===== config.mk =====
export PLATFORM = sky130hd
export DESIGN_NAME = cnn_pixel_frame_receiver_flat
export DESIGN_NICKNAME = d
export VERILOG_FILES = /design/src/rtl/cnn_pixel_frame_receiver_if.sv /design/src/rtl/cnn_pixel_frame_receiver.sv /design/src/flat_wrapper.sv
export SDC_FILE = /design/constraint.sdc
export NUM_CORES = 1
export LEC_CHECK = 0
export BUFFER_PORTS_ARGS = -buffer_cell sky130_fd_sc_hd__buf_2
export CAP_MARGIN = 10
export CORE_MARGIN = 4
export CORE_UTILIZATION = 30
export CTS_BUF_LIST = sky130_fd_sc_hd__clkbuf_16
export DETAILED_ROUTE_END_ITERATION = 10
export PLACE_DENSITY = 0.61
export SYNTH_ARGS = -nofsm -noshare
export SYNTH_HDL_FRONTEND = slang
export SYNTH_SLANG_ARGS = --single-unit

===== constraint.sdc =====
create_clock -name clk -period 3.05 [get_ports clk]
set_clock_uncertainty 0.2 [all_clocks]
set_input_delay 0.1525 -clock clk [delete_from_list [all_inputs] [get_ports clk]]
set_output_delay 0.1525 -clock clk [all_outputs]
set_load 0.005 [all_outputs]

===== src/rtl/cnn_pixel_frame_receiver_if.sv =====
// cnn_pixel_frame_receiver_if: pixel pulse input, buffer write port, CNN handshake and status bundle
interface cnn_pixel_frame_receiver_if #(parameter int ADDR_W = 10);
  logic              soft_reset;
  logic              frame_start;
  logic              pixel_valid;
  logic [7:0]        pixel_data;
  logic              frame_complete;
  logic              frame_ack;
  logic              buf_we;
  logic [ADDR_W-1:0] buf_addr;
  logic [7:0]        buf_wdata;
  logic              frame_ready;
  logic              busy;
  logic [ADDR_W:0]   pixel_count;
  logic [ADDR_W-1:0] cur_row;
  logic [ADDR_W-1:0] cur_col;
  logic [3:0]        err_code;
  logic [31:0]       frame_count;
  modport slave (
    input  soft_reset, frame_start, pixel_valid, pixel_data, frame_complete, frame_ack,
    output buf_we, buf_addr, buf_wdata, frame_ready, busy, pixel_count, cur_row, cur_col,
           err_code, frame_count
  );
  modport master (
    output soft_reset, frame_start, pixel_valid, pixel_data, frame_complete, frame_ack,
    input  buf_we, buf_addr, buf_wdata, frame_ready, busy, pixel_count, cur_row, cur_col,
           err_code, frame_count
  );
endinterface


===== src/rtl/cnn_pixel_frame_receiver.sv =====
// cnn_pixel_frame_receiver: assembles one pixel frame into the CNN buffer, checks its length
// and hands it to the CNN core with a ready/ack handshake.
module cnn_pixel_frame_receiver #(
  parameter int IMG_W  = 32,
  parameter int IMG_H  = 32,
  parameter int ADDR_W = 10
) (
  input logic clk,
  input logic rst_n,
  cnn_pixel_frame_receiver_if.slave pix
);
  typedef enum logic [1:0] {IDLE, RECV, WAIT_ACK} state_t;
  localparam logic [ADDR_W:0]   TOTAL    = (ADDR_W+1)'(IMG_W * IMG_H);
  localparam logic [ADDR_W-1:0] LAST_COL = ADDR_W'(IMG_W - 1);
  state_t            state_q, state_d;
  logic [ADDR_W:0]   cnt_q, cnt_d;
  logic [ADDR_W-1:0] row_q, row_d, col_q, col_d, addr_q, addr_d;
  logic [7:0]        wdata_q, wdata_d;
  logic [3:0]        err_q, err_d;
  logic [31:0]       fcnt_q, fcnt_d;
  logic              we_q, we_d, rdy_q, rdy_d, acc;
  always_comb begin
    state_d = state_q;
    cnt_d   = cnt_q;
    row_d   = row_q;
    col_d   = col_q;
    addr_d  = addr_q;
    wdata_d = wdata_q;
    err_d   = err_q;
    fcnt_d  = fcnt_q;
    we_d    = 1'b0;
    acc     = 1'b0;
    if (pix.soft_reset) begin
      state_d = IDLE;
      cnt_d   = '0;
      row_d   = '0;
      col_d   = '0;
      err_d   = '0;
    end else begin
      case (state_q)
        IDLE: begin
          if (pix.frame_start) begin
            state_d = RECV;
            cnt_d   = '0;
            row_d   = '0;
            col_d   = '0;
          end else if (pix.pixel_valid || pix.frame_complete) err_d[0] = 1'b1;
        end
        RECV: begin
          if (pix.frame_start) begin
            err_d[3] = 1'b1;
            cnt_d    = '0;
            row_d    = '0;
            col_d    = '0;
          end else begin
            acc = pix.pixel_valid && (cnt_q < TOTAL);
            if (pix.pixel_valid && !acc) err_d[1] = 1'b1;
            if (acc) begin
              we_d    = 1'b1;
              addr_d  = cnt_q[ADDR_W-1:0];
              wdata_d = pix.pixel_data;
              cnt_d   = cnt_q + 1'b1;
              col_d   = (col_q == LAST_COL) ? '0 : col_q + 1'b1;
              row_d   = (col_q == LAST_COL) ? row_q + 1'b1 : row_q;
            end
            // cnt_d already includes a pixel arriving alongside frame_complete
            if (pix.frame_complete) begin
              state_d = (cnt_d == TOTAL) ? WAIT_ACK : IDLE;
              if (cnt_d != TOTAL) err_d[2] = 1'b1;
            end
          end
        end
        WAIT_ACK: begin
          if (pix.frame_ack) begin
            state_d = IDLE;
            fcnt_d  = fcnt_q + 1'b1;
          end
          if (pix.pixel_valid || pix.frame_start) err_d[0] = 1'b1;
        end
        default: state_d = IDLE;
      endcase
    end
    rdy_d = (state_d == WAIT_ACK);
  end
  always_ff @(posedge clk or negedge rst_n) begin
    if (!rst_n) begin
      state_q <= IDLE;
      cnt_q   <= '0;
      row_q   <= '0;
      col_q   <= '0;
      addr_q  <= '0;
      wdata_q <= '0;
      err_q   <= '0;
      fcnt_q  <= '0;
      we_q    <= 1'b0;
      rdy_q   <= 1'b0;
    end else begin
      state_q <= state_d;
      cnt_q   <= cnt_d;
      row_q   <= row_d;
      col_q   <= col_d;
      addr_q  <= addr_d;
      wdata_q <= wdata_d;
      err_q   <= err_d;
      fcnt_q  <= fcnt_d;
      we_q    <= we_d;
      rdy_q   <= rdy_d;
    end
  end
  assign pix.buf_we      = we_q;
  assign pix.buf_addr    = addr_q;
  assign pix.buf_wdata   = wdata_q;
  assign pix.frame_ready = rdy_q;
  assign pix.busy        = (state_q != IDLE);
  assign pix.pixel_count = cnt_q;
  assign pix.cur_row     = row_q;
  assign pix.cur_col     = col_q;
  assign pix.err_code    = err_q;
  assign pix.frame_count = fcnt_q;
endmodule

===== src/flat_wrapper.sv =====
// flat-port wrapper written by rule: the top's interface ports become plain ports
module cnn_pixel_frame_receiver_flat 
#(
  parameter int IMG_W  = 32,
  parameter int IMG_H  = 32,
  parameter int ADDR_W = 10
)
  (clk, rst_n, pix_soft_reset, pix_frame_start, pix_pixel_valid, pix_pixel_data, pix_frame_complete, pix_frame_ack, pix_buf_we, pix_buf_addr, pix_buf_wdata, pix_frame_ready, pix_busy, pix_pixel_count, pix_cur_row, pix_cur_col, pix_err_code, pix_frame_count);
  cnn_pixel_frame_receiver_if #(.ADDR_W(ADDR_W)) pix_i ();
  input logic clk;
  input logic rst_n;
  input wire logic [$bits(pix_i.soft_reset)-1:0] pix_soft_reset;
  input wire logic [$bits(pix_i.frame_start)-1:0] pix_frame_start;
  input wire logic [$bits(pix_i.pixel_valid)-1:0] pix_pixel_valid;
  input wire logic [$bits(pix_i.pixel_data)-1:0] pix_pixel_data;
  input wire logic [$bits(pix_i.frame_complete)-1:0] pix_frame_complete;
  input wire logic [$bits(pix_i.frame_ack)-1:0] pix_frame_ack;
  output wire logic [$bits(pix_i.buf_we)-1:0] pix_buf_we;
  output wire logic [$bits(pix_i.buf_addr)-1:0] pix_buf_addr;
  output wire logic [$bits(pix_i.buf_wdata)-1:0] pix_buf_wdata;
  output wire logic [$bits(pix_i.frame_ready)-1:0] pix_frame_ready;
  output wire logic [$bits(pix_i.busy)-1:0] pix_busy;
  output wire logic [$bits(pix_i.pixel_count)-1:0] pix_pixel_count;
  output wire logic [$bits(pix_i.cur_row)-1:0] pix_cur_row;
  output wire logic [$bits(pix_i.cur_col)-1:0] pix_cur_col;
  output wire logic [$bits(pix_i.err_code)-1:0] pix_err_code;
  output wire logic [$bits(pix_i.frame_count)-1:0] pix_frame_count;
  assign pix_i.soft_reset = pix_soft_reset;
  assign pix_i.frame_start = pix_frame_start;
  assign pix_i.pixel_valid = pix_pixel_valid;
  assign pix_i.pixel_data = pix_pixel_data;
  assign pix_i.frame_complete = pix_frame_complete;
  assign pix_i.frame_ack = pix_frame_ack;
  assign pix_buf_we = pix_i.buf_we;
  assign pix_buf_addr = pix_i.buf_addr;
  assign pix_buf_wdata = pix_i.buf_wdata;
  assign pix_frame_ready = pix_i.frame_ready;
  assign pix_busy = pix_i.busy;
  assign pix_pixel_count = pix_i.pixel_count;
  assign pix_cur_row = pix_i.cur_row;
  assign pix_cur_col = pix_i.cur_col;
  assign pix_err_code = pix_i.err_code;
  assign pix_frame_count = pix_i.frame_count;
  cnn_pixel_frame_receiver #(.IMG_W(IMG_W), .IMG_H(IMG_H), .ADDR_W(ADDR_W)) u_core (.clk(clk), .rst_n(rst_n), .pix(pix_i));
endmodule

== After elaboration in Yosys (flattened, before gate mapping) ==
Index checks and enable logic that the tools add are counted.
Storage, ports and cells
  flip-flop bits (word level): 89
  input bits: 15
  output and inout bits: 88
  word-level logic and storage cells: 97
Operators by class
  add/subtract/negate cells: 4
  $lt $le $gt $ge: 1
  equality and inequality tests: 13
  muxes and demuxes: 41
  bitwise operators: 2
  reductions and logical operators: 23
Operators by type and width (number)
  10-bit two-way mux: 9
  11-bit two-way mux: 7
  10-bit case mux with 2 select lines: 2
  32-bit by 1-bit adder with 32-bit output, second input constant: 1
  11-bit case mux with 2 select lines: 1
  10-bit by 1-bit adder with 10-bit output, second input constant: 2
  4-bit AND reduction: 4
  2-bit two-way mux: 7
  2-bit nonzero test: 6
  11-bit by 1-bit adder with 11-bit output, second input constant: 1
  11-bit equality test, second input constant: 1
  11-bit less-than comparator, second input constant: 1
  1-bit two-way mux: 11
  11-bit != test, second input constant: 1
  10-bit by 5-bit equality test with 1-bit output, second input constant: 1
  3-bit AND reduction: 3
  4-bit by 3-bit != test with 1-bit output, second input constant: 2
  3-bit by 2-bit != test with 1-bit output, second input constant: 2
  3-bit != test, second input constant: 2
  2-bit case mux with 3 select lines: 1
  3-bit nonzero test: 2
  2-bit equality test, second input constant: 2
  4-bit two-way mux: 1
  2-bit AND reduction: 2
  other kinds (9): 12

== Longest topological paths before layout ==
Gate-level depths: netlist of run 1.
  depth after elaboration: 13
  depth in mapped cells: 9
  depth with buffers taken out: 6

== Least setup slack after synthesis of run 1 ==
OpenSTA, ideal clock, no wires.
  path type: reg-to-reg
  start point: register u_core.col_q[0], in the netlist u_core.pix.cur_col[0]
  end point: register u_core.row_q[9], in the netlist u_core.pix.cur_row[9]
  library setup time: 0.078 ns
  arrival time: 1.731 ns
  required time: 2.772 ns
  slack: 1.041 ns
  cell stages (with the launch flop): 7
  buffers on the path: 0
  period minus slack after synthesis: 2.009 ns
  path through: dfrtp_1 > ha_1 > and4_1 > a31o_4 > o21ai_2 > or4_1 > a21oi_1
On the way
  longest elaborated chain between the ends: 3
RTL lines
  from (decl): line cnn_pixel_frame_receiver.sv:17  | logic [ADDR_W-1:0] row_q, row_d, col_q, col_d, addr_q, addr_d;
  from (signal assigned): line cnn_pixel_frame_receiver.sv:101  | col_q <= col_d;
  10-bit by 5-bit equality test with 1-bit output: line cnn_pixel_frame_receiver.sv:64  | row_d = (col_q == LAST_COL) ? row_q + 1'b1 : row_q;
  4-bit by 3-bit != test with 1-bit output (no source line)
  4-bit AND reduction (no source line)
  to (signal assigned): line cnn_pixel_frame_receiver.sv:100  | row_q <= row_d;
  to (decl): line cnn_pixel_frame_receiver.sv:17
No other way between the ends.
A chain may end at the register's enable or synchronous reset.

== Worst setup path after layout of run 1 ==
  start point: register u_core.cnt_q[0], in the netlist u_core.pix.pixel_count[0]
  end point: register u_core.err_q[2], in the netlist u_core.pix.err_code[2]
On the way
  longest elaborated chain between the ends: 9
  elaborated cells on any way between the ends: 10
  those cells by class: add/sub: 1; order compare: 1; eq/ne: 1; mux: 4; reduce/logical: 3
RTL lines
  from (decl): line cnn_pixel_frame_receiver.sv:16  | logic [ADDR_W:0] cnt_q, cnt_d;
  from (signal assigned): line cnn_pixel_frame_receiver.sv:99  | cnt_q <= cnt_d;
  11-bit less-than comparator: line cnn_pixel_frame_receiver.sv:56  | acc = pix.pixel_valid && (cnt_q < TOTAL);
  1-bit logical AND: line cnn_pixel_frame_receiver.sv:56
  11-bit two-way mux *: line cnn_pixel_frame_receiver.sv:58  | if (acc) begin
  11-bit two-way mux *: line cnn_pixel_frame_receiver.sv:50  | if (pix.frame_start) begin
  11-bit two-way mux *: line cnn_pixel_frame_receiver.sv:40  | case (state_q)
  11-bit two-way mux *: line cnn_pixel_frame_receiver.sv:33  | if (pix.soft_reset) begin
  11-bit != test *: line cnn_pixel_frame_receiver.sv:69  | if (cnt_d != TOTAL) err_d[2] = 1'b1;
  2-bit nonzero test (no source line) *
  4-bit AND reduction (no source line) *
  to (signal assigned): line cnn_pixel_frame_receiver.sv:104  | err_q <= err_d;
  to (decl): line cnn_pixel_frame_receiver.sv:19  | logic [3:0] err_q, err_d;
Mark *: on every way between the ends. The rest lies on a longest branch, timed or not. The select of a mux whose other input is x is not followed.

==> results.py, run 1 <==
metrics = {
    "worst_setup_path": {
        "worstPathCellList": "ha_1, nand3_1, nor3_1, a31o_2, nand4_1, a41o_1",
        "arrival_ns": 2.34,
        "r2r_setup_slack_ns": 0.74,
        "required_ns": 3.09,
        "r2r_start": "u_core.pix.pixel_count[0]",
        "crit_slowest_cell": "dfrtp_1",
        "r2r-end": "u_core.pix.err_code[2]",
        "worstSetupPathType": "register to register",
        "endpoint_kind": "register",
        "critPathLaunchType": "register",
        "max_stage_delay_ns": 0.54,
        "worstRegToRegCells": 6,
        "crit_fanout": 11,
    },
    "layout": {
        "diodes": 0,
        "area_growth_pct": 24.9,
        "instances_no_fill": 737,
        "regArea_sq_um": 2230,
        "multi_input_area_sq_um": 1930,
        "nets": 571,
        "drive_above_1_share_pct": 24.2,
        "num-fill-cells": 1423,
    },
    "sta": {
        "max_slew_margin_pct": 60.0,
        "setup_violations": 0,
        "clock.fmax_mhz": 433,
        "holdWs_ns": 0.0108,
        "rsz0062_at_grt": "false",
        "tns_ns": 0,
        "maxSlewViolCount": 0,
        "worst_pin_slew_ns": 0.596,
        "min_period_ns": 2.31,
        "fin_crit_sh_pct": 75.7,
        "setup_ws_ns": 0.742,
        "final_hold_viol_count": 0,
    },
    "yosys": {
        "ys_ff_latch": 89,
        "synth_nets": 462,
        "synth_cells": 443,
        "yosysTopAreaCell": "dfrtp_1",
        "async_flop_share_pct": 100,
        "yosysWarnings": 0,
        "synth_edf_count": 0,
        "synth-main-ff-cell": "dfrtp_1",
        "yosysSeqAreaShare_pct": 51.6,
        "yosysUniqueCellTypes": 57,
        "yosys-top-cells-area": "dfrtp_1, nand2_1, xor2_1",
        "synth_most_common_cell": "dfrtp_1",
        "synthesis.area_sq_um": 4310,
        "yosysTopAreaCellShare_pct": 51.6,
        "synth_top_cells_by_count": "dfrtp_1, nand2_1, nor2_1, o21ai_0, xor2_1",
        "syn_area_per_cell_sq_um": 9.74,
    },
    "global_route": {
        "grt_pass1_wl_um": 18300,
        "gr-total-overflow": 0,
        "grt_pass1_vias": 3499,
        "antenna_found_initial": 0,
        "grt_use_total_pct": 14.0,
        "grt_max_degree": 35,
    },
    "power": {
        "p_leak_nw": 2.78,
        "ir_drop_mv": 0.250,
        "power_mw": 2.49,
        "power_density_nw_per_um2": 463,
    },
    "clock_tree": {
        "cts_htree_levels": 3,
        "post_cts_resized": 0,
        "cts_root_buf": "clkbuf_16",
        "postCtsSetupBuffers": 0,
        "cts_hold_buf": 12,
        "clock_latency_ns": 0.35,
        "clkTransAtPathRegs_ns": 0.07,
        "cts.sinks": 89,
        "cts_tree": "yes",
        "numCtsBuffers": 9,
        "cts.path.max_buffers": 2,
    },
    "drt": {
        "wl_per_cell_um": 15.1,
        "drt_iter0_markers": 225,
        "drt_pass1_iterations": 4,
        "wl_um": 11100,
        "vias": 3638,
        "antenna_left": 0,
        "drcViolationCount": 0,
        "viasPerCell": 4.94,
    },
    "hold_path": {
        "hold_path.class": "input port to register",
        "min_to": "u_core.state_q[0]",
        "hold_depth": 4,
        "min-delay-start": "pix_frame_complete",
    },
    "outcome": {
        "status": "finished clean",
    },
    "floorplanning": {
        "pin_count": 103,
        "dieHeight_um": 128,
        "dieArea_sq_um": 16400,
        "initial_core_util_pct": 30.8,
        "num_rows": 43,
        "dieWidth_um": 128,
        "coreArea_sq_um": 14000,
    },
    "placement": {
        "numPortBuffers": 102,
        "pre_cts_slack_ns": 0.811,
        "gp_congestion": 0.886,
        "placed_cells": 709,
        "dpl.hpwl_um": 7930,
    },
    "flow_run": {
        "maxCapViolations": 0,
    },
}
==> per-stage QoR <==
stage	util [%]	instance area [sq um]
final	38.5	5390
after global routing	38.5	5390
after CTS	38.5	5390
after detailed placement	35.6	4980
after global placement	35.6	4980
after floorplan	-	4310
==> worst max path at each step <==
stage / startpoint / end
after floorplan: u_core.pix.cur_col[0] / u_core.pix.cur_row[9]
after global placement: u_core.state_q[1] / u_core.pix.cur_row[0]
after detailed placement: u_core.pix.pixel_count[0] / u_core.pix.err_code[2]
after CTS: u_core.pix.pixel_count[0] / u_core.pix.err_code[2]
after global routing: u_core.pix.pixel_count[0] / u_core.pix.err_code[2]
final: u_core.pix.pixel_count[0] / u_core.pix.err_code[2]
==> state kept, by name, summed over array words and instances, names as in the netlist <==
name	cells
u_core.pix.frame_ready	1
u_core.pix.frame_count	32
u_core.pix.buf_wdata	8
u_core.pix.buf_we	1
u_core.pix.cur_row	10
u_core.pix.cur_col	10
u_core.state_q	2
u_core.pix.err_code	4
u_core.pix.pixel_count	11
u_core.pix.buf_addr	10
==> power by group <==
part           switching (mW)  internal (mW)  leakage (nW)  total [mW]
Combinational          0.0951         0.0601          1.42       0.155
Clock                   0.477          0.633         0.143        1.11
Sequential             0.0196           1.21          1.21        1.23
Total                   0.591           1.90          2.78        2.49
==> per-layer routing <==
metal	vias to the layer above	GRT usage, %	share of wire (%)
li1	1772	-	-
met1	1736	18.3	45
met2	121	22.3	47
met3	9	4.63	7.6
met4	0	3.50	0.87
met5	-	0	0
==> final cells by class <==
cell class,instances,area share [%]
flip-flops and latches,89,41.3
multi-input cells,321,35.8
repair buffers,118,12.3
clock buffers,9,4.18
well taps,180,4.18
clock inverters,7,1.28
inverters,13,0.905
==> worst max-delay path, delay by kind of cell (launching register included) <==
kind                     cells  cell delay (ns)
AND/OR/NAND/NOR              3             0.67
flip-flops                   1             0.54
AO/OA/AOI/OAI                2             0.46
adder cells (fa/ha/maj)      1             0.31
==> cells in the final DEF, fill, tap and decap left out, types with 3 or more instances in the layout <==
cell type,netlist,routed
buf_2,6,101
dfrtp_1,89,89
nand2_1,73,73
nor2_1,38,38
o21ai_0,28,28
xor2_1,22,22
xnor2_1,20,20
nand3_1,19,19
and3_1,13,13
inv_1,12,12
dlygate4sd3_1,0,12
nand4_1,11,11
a21oi_1,10,10
nor3_1,9,9
and4_1,9,9
clkbuf_16,0,9
o2111ai_1,7,7
nor2b_1,5,5
o21ai_1,5,5
buf_4,0,5
a31oi_1,4,4
ha_1,4,4
nand2b_1,3,3
o31ai_1,3,3
==> cell families (layout without fill, tap and decap cells) <==
family,Yosys count,in the layout,share of synthesized area [%]
simple gates,198,198,23.2
flops,89,89,51.6
compound gates,76,76,11.7
xor+xnor,42,42,8.53
buf+inv,33,147,3.60
fa+ha+maj,4,4,1.16
mux,1,1,0.261
Note: power is estimated with default switching activity, not from simulation.
==> run 2, diff against run 1 <==
Settings changed: PLACE_DENSITY 0.61 to 0.63.
Clock period 3.05 ns to 2.1 ns, I/O delays scaled along.
==> results.py, run 2 (synthesized netlist as in run 1, its figures left out) <==
metrics = {
    "power": {
        "ir_drop_mv": 0.301,
        "power_density_nw_per_um2": 639,
        "p_leak_nw": 2.96,
        "power_mw": 3.64,
    },
    "sta": {
        "setup_violations": 0,
        "worst_pin_slew_ns": 0.639,
        "min_period_ns": 2.03,
        "fin_crit_sh_pct": 96.7,
        "setup_ws_ns": 0.0696,
        "final_hold_viol_count": 0,
        "clock.fmax_mhz": 493,
        "max_slew_margin_pct": 57.4,
        "maxSlewViolCount": 0,
    },
    "layout": {
        "largest_reg_flops": 32,
        "diodes": 0,
        "regArea_sq_um": 2230,
        "final_cell_mix": "buf_2, dfrtp_1, nand2_1",
        "nets": 606,
        "multi_input_area_sq_um": 1950,
        "drive_above_1_share_pct": 28.9,
        "area_growth_pct": 31.9,
        "mostFrequentLayoutCell": "buf_2",
        "num-fill-cells": 1392,
    },
    "worst_setup_path": {
        "endpoint_kind": "register",
        "r2r-end": "u_core.state_q[1]",
        "r2r_setup_slack_ns": 0.11,
        "r2r_start": "u_core.pix.pixel_count[0]",
        "crit_fanout": 8,
        "critPathLaunchType": "input port",
        "worstSetupPathType": "input port to register",
        "worstRegToRegCells": 6,
        "required_ns": 2.14,
        "arrival_ns": 2.07,
    },
    "floorplanning": {
        "pin_count": 103,
        "dieWidth_um": 128,
        "coreArea_sq_um": 14000,
        "dieArea_sq_um": 16400,
        "num_rows": 43,
        "dieHeight_um": 128,
        "initial_core_util_pct": 30.8,
    },
    "global_route": {
        "gr-total-overflow": 0,
        "grt_pass1_wl_um": 19000,
        "antenna_found_initial": 0,
        "grt_pass1_vias": 3781,
        "grt_max_degree": 48,
        "grt_use_total_pct": 14.5,
    },
    "placement": {
        "numPortBuffers": 102,
        "gp_congestion": 0.869,
        "pre_cts_slack_ns": 0.0490,
        "dpl.hpwl_um": 8340,
    },
    "clock_tree": {
        "clock_latency_ns": 0.34,
        "clkTransAtPathRegs_ns": 0.06,
        "cts_htree_levels": 3,
        "cts_tree": "yes",
        "cts.sinks": 89,
        "cts_root_buf": "clkbuf_16",
        "numCtsBuffers": 9,
        "cts.path.max_buffers": 2,
    },
    "outcome": {
        "status": "finished clean",
    },
    "drt": {
        "antenna_left": 0,
        "drt_iter0_markers": 149,
        "wl_per_cell_um": 14.8,
        "vias": 3775,
        "drcViolationCount": 0,
        "viasPerCell": 4.90,
        "wl_um": 11400,
        "drt_pass1_iterations": 4,
    },
    "hold_path": {
        "hold_path.class": "input port to async pin",
    },
    "flow_run": {
        "maxCapViolations": 0,
    },
}
==> run 2: timing repair <==
action	CTS	global route
setup endpoints to repair	0	10
setup buffers	0	1
resized for setup	0	7
hold endpoints to repair	60	0
hold buffers	15	0
==> run 2: final cells by class <==
cell class	count	area share [%]
clock buffers	9	3.96
clock inverters	6	1.17
inverters	13	0.858
multi-input cells	321	34.2
flip-flops and latches	89	39.1
well taps	180	3.96
repair buffers	153	16.7
==> run 2: where the power goes <==
part | internal (mW) | total (mW) | switching, mW
clock network | 0.920 | 1.61 | 0.686
logic | 0.107 | 0.253 | 0.146
registers | 1.76 | 1.78 | 0.0223
total | 2.78 | 3.64 | 0.855
==> run 2: metrics by stage <==
| step | cell area [sq um] | instances | hold slack [ns] | util [%] | TNS, ns |
|---|---|---|---|---|---|
| after CTS | 5660 | 770 | 0.134 | 40.5 | 0 |
| after detailed placement | 5220 | 740 | -0.0265 | 37.3 | 0 |
| after global routing | 5690 | 771 | 0.181 | 40.7 | -0.00452 |
| after global placement | 5220 | 740 | -0.0404 | 37.3 | 0 |
| final | 5690 | 771 | 0.124 | 40.7 | 0 |
| after floorplan | 4310 | 443 | -0.391 | - | 0 |
==> run 2: worst max path at each step <==
stage                         startpoint                         end  cells past startpoint
6_report                  pix_soft_reset       u_core.pix.cur_row[5]                      8
5_1_grt        u_core.pix.pixel_count[0]      u_core.pix.frame_ready                      6
4_1_cts        u_core.pix.pixel_count[0]           u_core.state_q[1]                      6
3_5_place_dp   u_core.pix.pixel_count[0]           u_core.state_q[1]                      6
3_3_place_gp           u_core.state_q[0]  u_core.pix.frame_count[30]                      5
2_1_floorplan      u_core.pix.cur_col[0]       u_core.pix.cur_row[9]                      6
==> run 2: routing by layer <==
metal / global-route usage, % / vias to the layer above / share of wire (%)
met1: 19.4 / 1805 / 46
met4: 5.18 / 0 / 1.8
li1: - / 1835 / -
met3: 4.13 / 18 / 6.2
met2: 22.3 / 117 / 46
met5: 0 / - / 0
==> run 2: worst max-delay path, stage by stage <==
cell and delay [ns]:
dlygate4sd3_1 0.55, buf_2 0.17, or4b_4 0.58, a31o_4 0.27, o21ai_2 0.08, buf_6 0.14
o21ai_0 0.09, o31ai_1 0.09
